[src/rtl/simmem_delay_release_scheduler.sv]
// Per-ID head-delay counters feeding a locked valid/ready release arbiter.
// Define SIMMEM_DELAY_SCHED_RR_EN for round-robin arbitration; otherwise lowest eligible index wins.
module simmem_delay_release_scheduler #(
  parameter int NumIds       = 16,
  parameter int DelayWidth   = 8,
  parameter int CounterWidth = 16
) (
  input  logic                               clk_i,
  input  logic                               rst_ni,
  input  logic                               clear_i,
  input  logic [NumIds-1:0][DelayWidth-1:0]  delay_i,
  input  logic [NumIds-1:0]                  delay_valid_i,
  output logic                               out_valid_o,
  output logic [NumIds-1:0]                  out_id_onehot_o,
  input  logic                               out_ready_i,
  output logic [NumIds-1:0]                  released_onehot_o
);
  localparam int IdxW = $clog2(NumIds);

  if (CounterWidth < DelayWidth) begin : g_bad_counter_width
    $error("CounterWidth must be at least DelayWidth");
  end
  if (NumIds < 2) begin : g_bad_num_ids
    $error("NumIds must be at least 2");
  end

  function automatic logic [IdxW-1:0] wrap_idx(input logic [IdxW-1:0] base, input int k);
    int s;
    s = int'(base) + k;
    if (s >= NumIds) s = s - NumIds;
    return IdxW'(s);
  endfunction

  logic [NumIds-1:0][CounterWidth-1:0] r_cnt;
  logic                                r_lock;
  logic [IdxW-1:0]                     r_lock_idx;
  logic [NumIds-1:0]                   w_elig;
  logic [IdxW-1:0]                     w_start;
  logic [IdxW-1:0]                     w_arb_idx;
  logic                                w_found;
  logic [IdxW-1:0]                     w_grant_idx;
  logic                                w_valid;
  logic                                w_active;

  always_comb begin
    for (int i = 0; i < NumIds; i++) begin
      w_elig[i] = delay_valid_i[i] && (r_cnt[i] >= CounterWidth'(delay_i[i]));
    end
  end

  // First eligible index at or after w_start, wrapping around
  always_comb begin
    w_found   = 1'b0;
    w_arb_idx = '0;
    for (int k = 0; k < NumIds; k++) begin
      if (!w_found && w_elig[wrap_idx(w_start, k)]) begin
        w_found   = 1'b1;
        w_arb_idx = wrap_idx(w_start, k);
      end
    end
  end

  // A locked grant stays valid only while its own ID remains eligible
  assign w_grant_idx       = r_lock ? r_lock_idx : w_arb_idx;
  assign w_valid           = r_lock ? w_elig[r_lock_idx] : w_found;
  assign w_active          = rst_ni && !clear_i && w_valid;
  assign out_valid_o       = w_active;
  assign out_id_onehot_o   = w_active ? (NumIds'(1) << w_grant_idx) : '0;
  assign released_onehot_o = out_id_onehot_o & {NumIds{out_ready_i}};

  always_ff @(posedge clk_i) begin
    for (int i = 0; i < NumIds; i++) begin
      if (!rst_ni || clear_i || !delay_valid_i[i] || released_onehot_o[i]) begin
        r_cnt[i] <= '0;
      end else if (r_cnt[i] != {CounterWidth{1'b1}}) begin
        r_cnt[i] <= r_cnt[i] + CounterWidth'(1);
      end
    end
  end

  always_ff @(posedge clk_i) begin
    if (!rst_ni || clear_i) begin
      r_lock     <= 1'b0;
      r_lock_idx <= '0;
    end else if (r_lock) begin
      r_lock <= w_valid && !out_ready_i;
    end else if (w_valid && !out_ready_i) begin
      r_lock     <= 1'b1;
      r_lock_idx <= w_arb_idx;
    end
  end

`ifdef SIMMEM_DELAY_SCHED_RR_EN
  logic [IdxW-1:0] r_rr_ptr;

  always_ff @(posedge clk_i) begin
    if (!rst_ni || clear_i) begin
      r_rr_ptr <= '0;
    end else if (w_active && out_ready_i) begin
      r_rr_ptr <= wrap_idx(w_grant_idx, 1);
    end
  end

  assign w_start = r_rr_ptr;
`else
  assign w_start = '0;
`endif

endmodule

[config.mk]
export PLATFORM = sky130hd
export DESIGN_NAME = simmem_delay_release_scheduler
export DESIGN_NICKNAME = d
export VERILOG_FILES = /design/src/rtl/simmem_delay_release_scheduler.sv
export SDC_FILE = /design/constraint.sdc
export NUM_CORES = 1
export LEC_CHECK = 0
export CAP_MARGIN = 20
export CORE_ASPECT_RATIO = 0.7
export CORE_MARGIN = 4
export CORE_UTILIZATION = 45
export DETAILED_ROUTE_END_ITERATION = 10
export PLACE_DENSITY = 0.64
export SYNTH_ARGS = -nofsm -noshare
export SYNTH_HDL_FRONTEND = slang
export SYNTH_SLANG_ARGS = --single-unit
export TNS_END_PERCENT = 1
[constraint.sdc]
create_clock -name clk_i -period 7.2 [get_ports clk_i]
set_clock_uncertainty 0.05 [all_clocks]
set_input_delay 1.08 -clock clk_i [delete_from_list [all_inputs] [get_ports clk_i]]
set_output_delay 1.08 -clock clk_i [all_outputs]
set_load 0.01 [all_outputs]
==> metrics, run 1 <==
layout cells sized above 1=5.033%; Hold Path End=r_cnt[33]; PortBufs=180; Rel. slew slack=38.61%; total power=3166 uW; top cell type by total area after synthesis=dfxtp_1; overall routed net length=between 40 and 50 mm; vias in the first global route=between 10000 and 15000; r2r setup slk=2720 ps; final hold violations=0; first-pass GRT wire length=73.74 mm; wire per inst=16.21 um; dpl hpwl=32.89 mm; sw power=between 700 and 800 uW; FF-to-FF Start=r_cnt[226]; highest-delay cell along the critical path=or4b_2; Iter 0 DRT Violations=1176; antenna violations before repair=1; Worst-Margin Slew=912.5 ps; area of the mapped netlist=between 15000 and 20000 um^2; synth warn=0; Starting Density=between 40% and 50%; # nets final=2556; Pint=around 2400 uW; Num CTS Buffers=28; routed vias/inst=about 5.6; final cell count without fillers=2773; Clock Power Share=46.8%; final slew viol count=0; worst path arrival time=about 5600 ps; H-Tree Depth=1; max cap viols=0; routed vias=between 15000 and 20000; # hold bufs at CTS=0; most frequent cell after synthesis=dfxtp_1; static leakage=0.007941 uW; Fillers=3513; sequential element share of the synthesized area=between 30% and 40%; crit-path max cell delay=around 700 ps; hold path start=r_cnt[33]; Die X=approximately 240 um; CTS Buffer Depth=3; Most common cell on crit path=clkdlybuf4s50_1; power share of the combinational group=7.2%; Synth Instances=2108; buffers and inverters on the worst path=3; synthesized area per cell=~8.0 um^2; number of flops mapped to enable cells by yosys=0; Clock Sinks=261; Switching Fraction=22.82%; RSZ-0062 raised after global routing=false; type of the most critical hold path=reg -> reg; Antenna diodes=0; outcome=complete, no violations; hold path depth=2; gr usage total=21.37%; Top FF cell, synth=dfxtp_1; Seq pwr share=45.9%; antenna-violating nets left=0; peak supply drop=between 0.15 and 0.2 mV; Worst Path Required=6070 ps; cells along the critical path=clkdlybuf4s50_1, inv_1, ha_1, a21oi_1, o21ai_0, a221oi_1, a2bb2oi_1, or4b_2, o2111ai_1, o311ai_4, a21oi_4, nor2b_1, clkdlybuf4s50_1; Synth top cells by count=dfxtp_1 (261), nand2_1 (211), inv_1 (163); Resized cells post-CTS=0; CP top delay family=compound AO/OA/AOI/OAI gates; clk slew on worst S/H paths=60 ps; fin crit period=~6700 ps; multi-input logic area=between 10000 and 15000 um^2; CP max FO=10; Worst Setup End Kind=output pin; asr flop ratio synth=0%; CTS tree=built; Area growth syn-to-layout=19.35%; GRT overflow=0; PwrDens=156.4 nW/um^2; Yosys cell types=82; Die Y=around 170 um; final setup violation count=0; FF+latch area=5225 um^2; worst-skew pair later-pin latency=560 ps; synthesis-stage register bit count=261; Worst Setup Path Type=in -> out; die area=40920 um^2; largest net degree at the start of global routing=65; Synth top area share=30.80%; I/O pin total=around 180; DR pass1 iterations=5; Achievable Freq=148.9 MHz; placed cells=~2700; number of post-CTS setup repair buffers=0; setup TNS=0 ps; Area contributors post-synth=dfxtp_1 (31%), ha_1 (11%), a211oi_1 (5.6%); GPL Wtd Cong=0.8395; core area=approximately 37000 um^2; DRC=0; Synth Net Count=2400; reg2reg path depth=11; Rows=59; type of origin of the critical path=input port; Root Driver=clkbuf_16; worst r2r dst=r_cnt[17]; fin crit share=93.26%
final cells by class:
cell class / instances / share of cell area [%]
multi-input cells: 1597 / 53.46
flip-flops and latches: 261 / 25.81
repair buffers: 210 / 9.986
clock buffers: 42 / 4.171
inverters: 166 / 3.077
well taps: 488 / 3.016
clock inverters: 9 / 0.4820
sequential cells by signal, indices dropped and copies added, names as in the netlist:
signal / count
r_lock_idx: 4
r_lock: 1
r_cnt: 256
tightest hold or removal path, stage by stage (launching register included):
cell and delay [ps]:
dfxtp_1 340, nand2_1 70, a221oi_1 60
layer usage:
layer  wire, um  share of wire [%]  global-route usage (%)
met2      19400                 43                   32.97
met1      22690                 50                   31.85
met3       2005                4.5                   3.191
met4        847                1.9                   4.263
met5          0                  0                       0
how the worst max path moves through the flow:
stage	to	startpoint	cells past startpoint	slack [ps]
final	out_id_onehot_o[4]	delay_i[122]	13	480
after global routing	released_onehot_o[5]	delay_i[122]	13	260
after CTS	out_id_onehot_o[4]	delay_i[122]	13	470
after detailed placement	out_id_onehot_o[4]	delay_i[122]	13	510
after global placement	released_onehot_o[13]	delay_i[98]	13	460
after floorplan	out_id_onehot_o[7]	delay_i[119]	12	1880
metrics by stage:
| step | setup WS (ps) | area [um^2] | utilization [%] | hold WS [ps] |
|---|---|---|---|---|
| 2_1_floorplan | 1881 | 16960 | - | 432.2 |
| 3_5_place_dp | 509.7 | 19300 | 51.89 | 467.5 |
| 4_1_cts | 470.8 | 20250 | 54.42 | 479.1 |
| 5_1_grt | 257.3 | 20250 | 54.42 | 515.1 |
| 6_report | 485.0 | 20250 | 54.42 | 472.0 |
| 3_3_place_gp | 456.1 | 19290 | 51.86 | 460.9 |
layout by cell type (no fill, tap or decap), types with 12 or more instances in the layout:
cell type        instances
a21oi_1                146
and2_1                  36
nand3_1                117
xor2_1                  73
nor3_1                  55
dfxtp_1                261
ha_1                   144
a31oi_1                 12
mux2i_1                 17
buf_4                   28
clkdlybuf4s50_1        180
inv_1                  163
xnor2_1                103
nor4_1                  59
o211ai_1                16
and4_1                  15
clkbuf_16               29
and3_1                  46
a211oi_1               126
nor2b_1                 15
nand4_1                 51
nor2_1                 118
o21ai_0                 59
nand2_1                211
a21o_1                  16
nand2b_1                13
kinds of logic after synthesis:
kind of cell               share of synthesized area (%)
adders and majority gates                          10.62
buffers and inverters                              5.738
and+or+nand+nor                                    24.13
AOI/OAI and AO/OA                                  18.42
muxes                                              1.202
xor gates and xnor gates                           9.087
DFF                                                30.80
power by group through the flow:
stage,logic [uW],clock network [uW],registers [uW]
2_1_floorplan,105,0,1480
3_3_place_gp,225,0,1490
3_5_place_dp,229,0,1490
4_1_cts,231,1520,1450
5_1_grt,256,1580,1450
6_report,229,1480,1450
Power figures use the tool's default switching activity.
==> inputs of run 2 (changes only) <==
--- a/config.mk
+++ b/config.mk
@@ -5,6 +5,7 @@
 export SDC_FILE = /design/constraint.sdc
 export NUM_CORES = 1
 export LEC_CHECK = 0
+export ABC_CLOCK_PERIOD_IN_PS = 7200
 export CAP_MARGIN = 20
 export CORE_ASPECT_RATIO = 0.7
 export CORE_MARGIN = 4
==> results of run 2 <==
The final DEF is identical to that of run 1; final timing and power are the same.
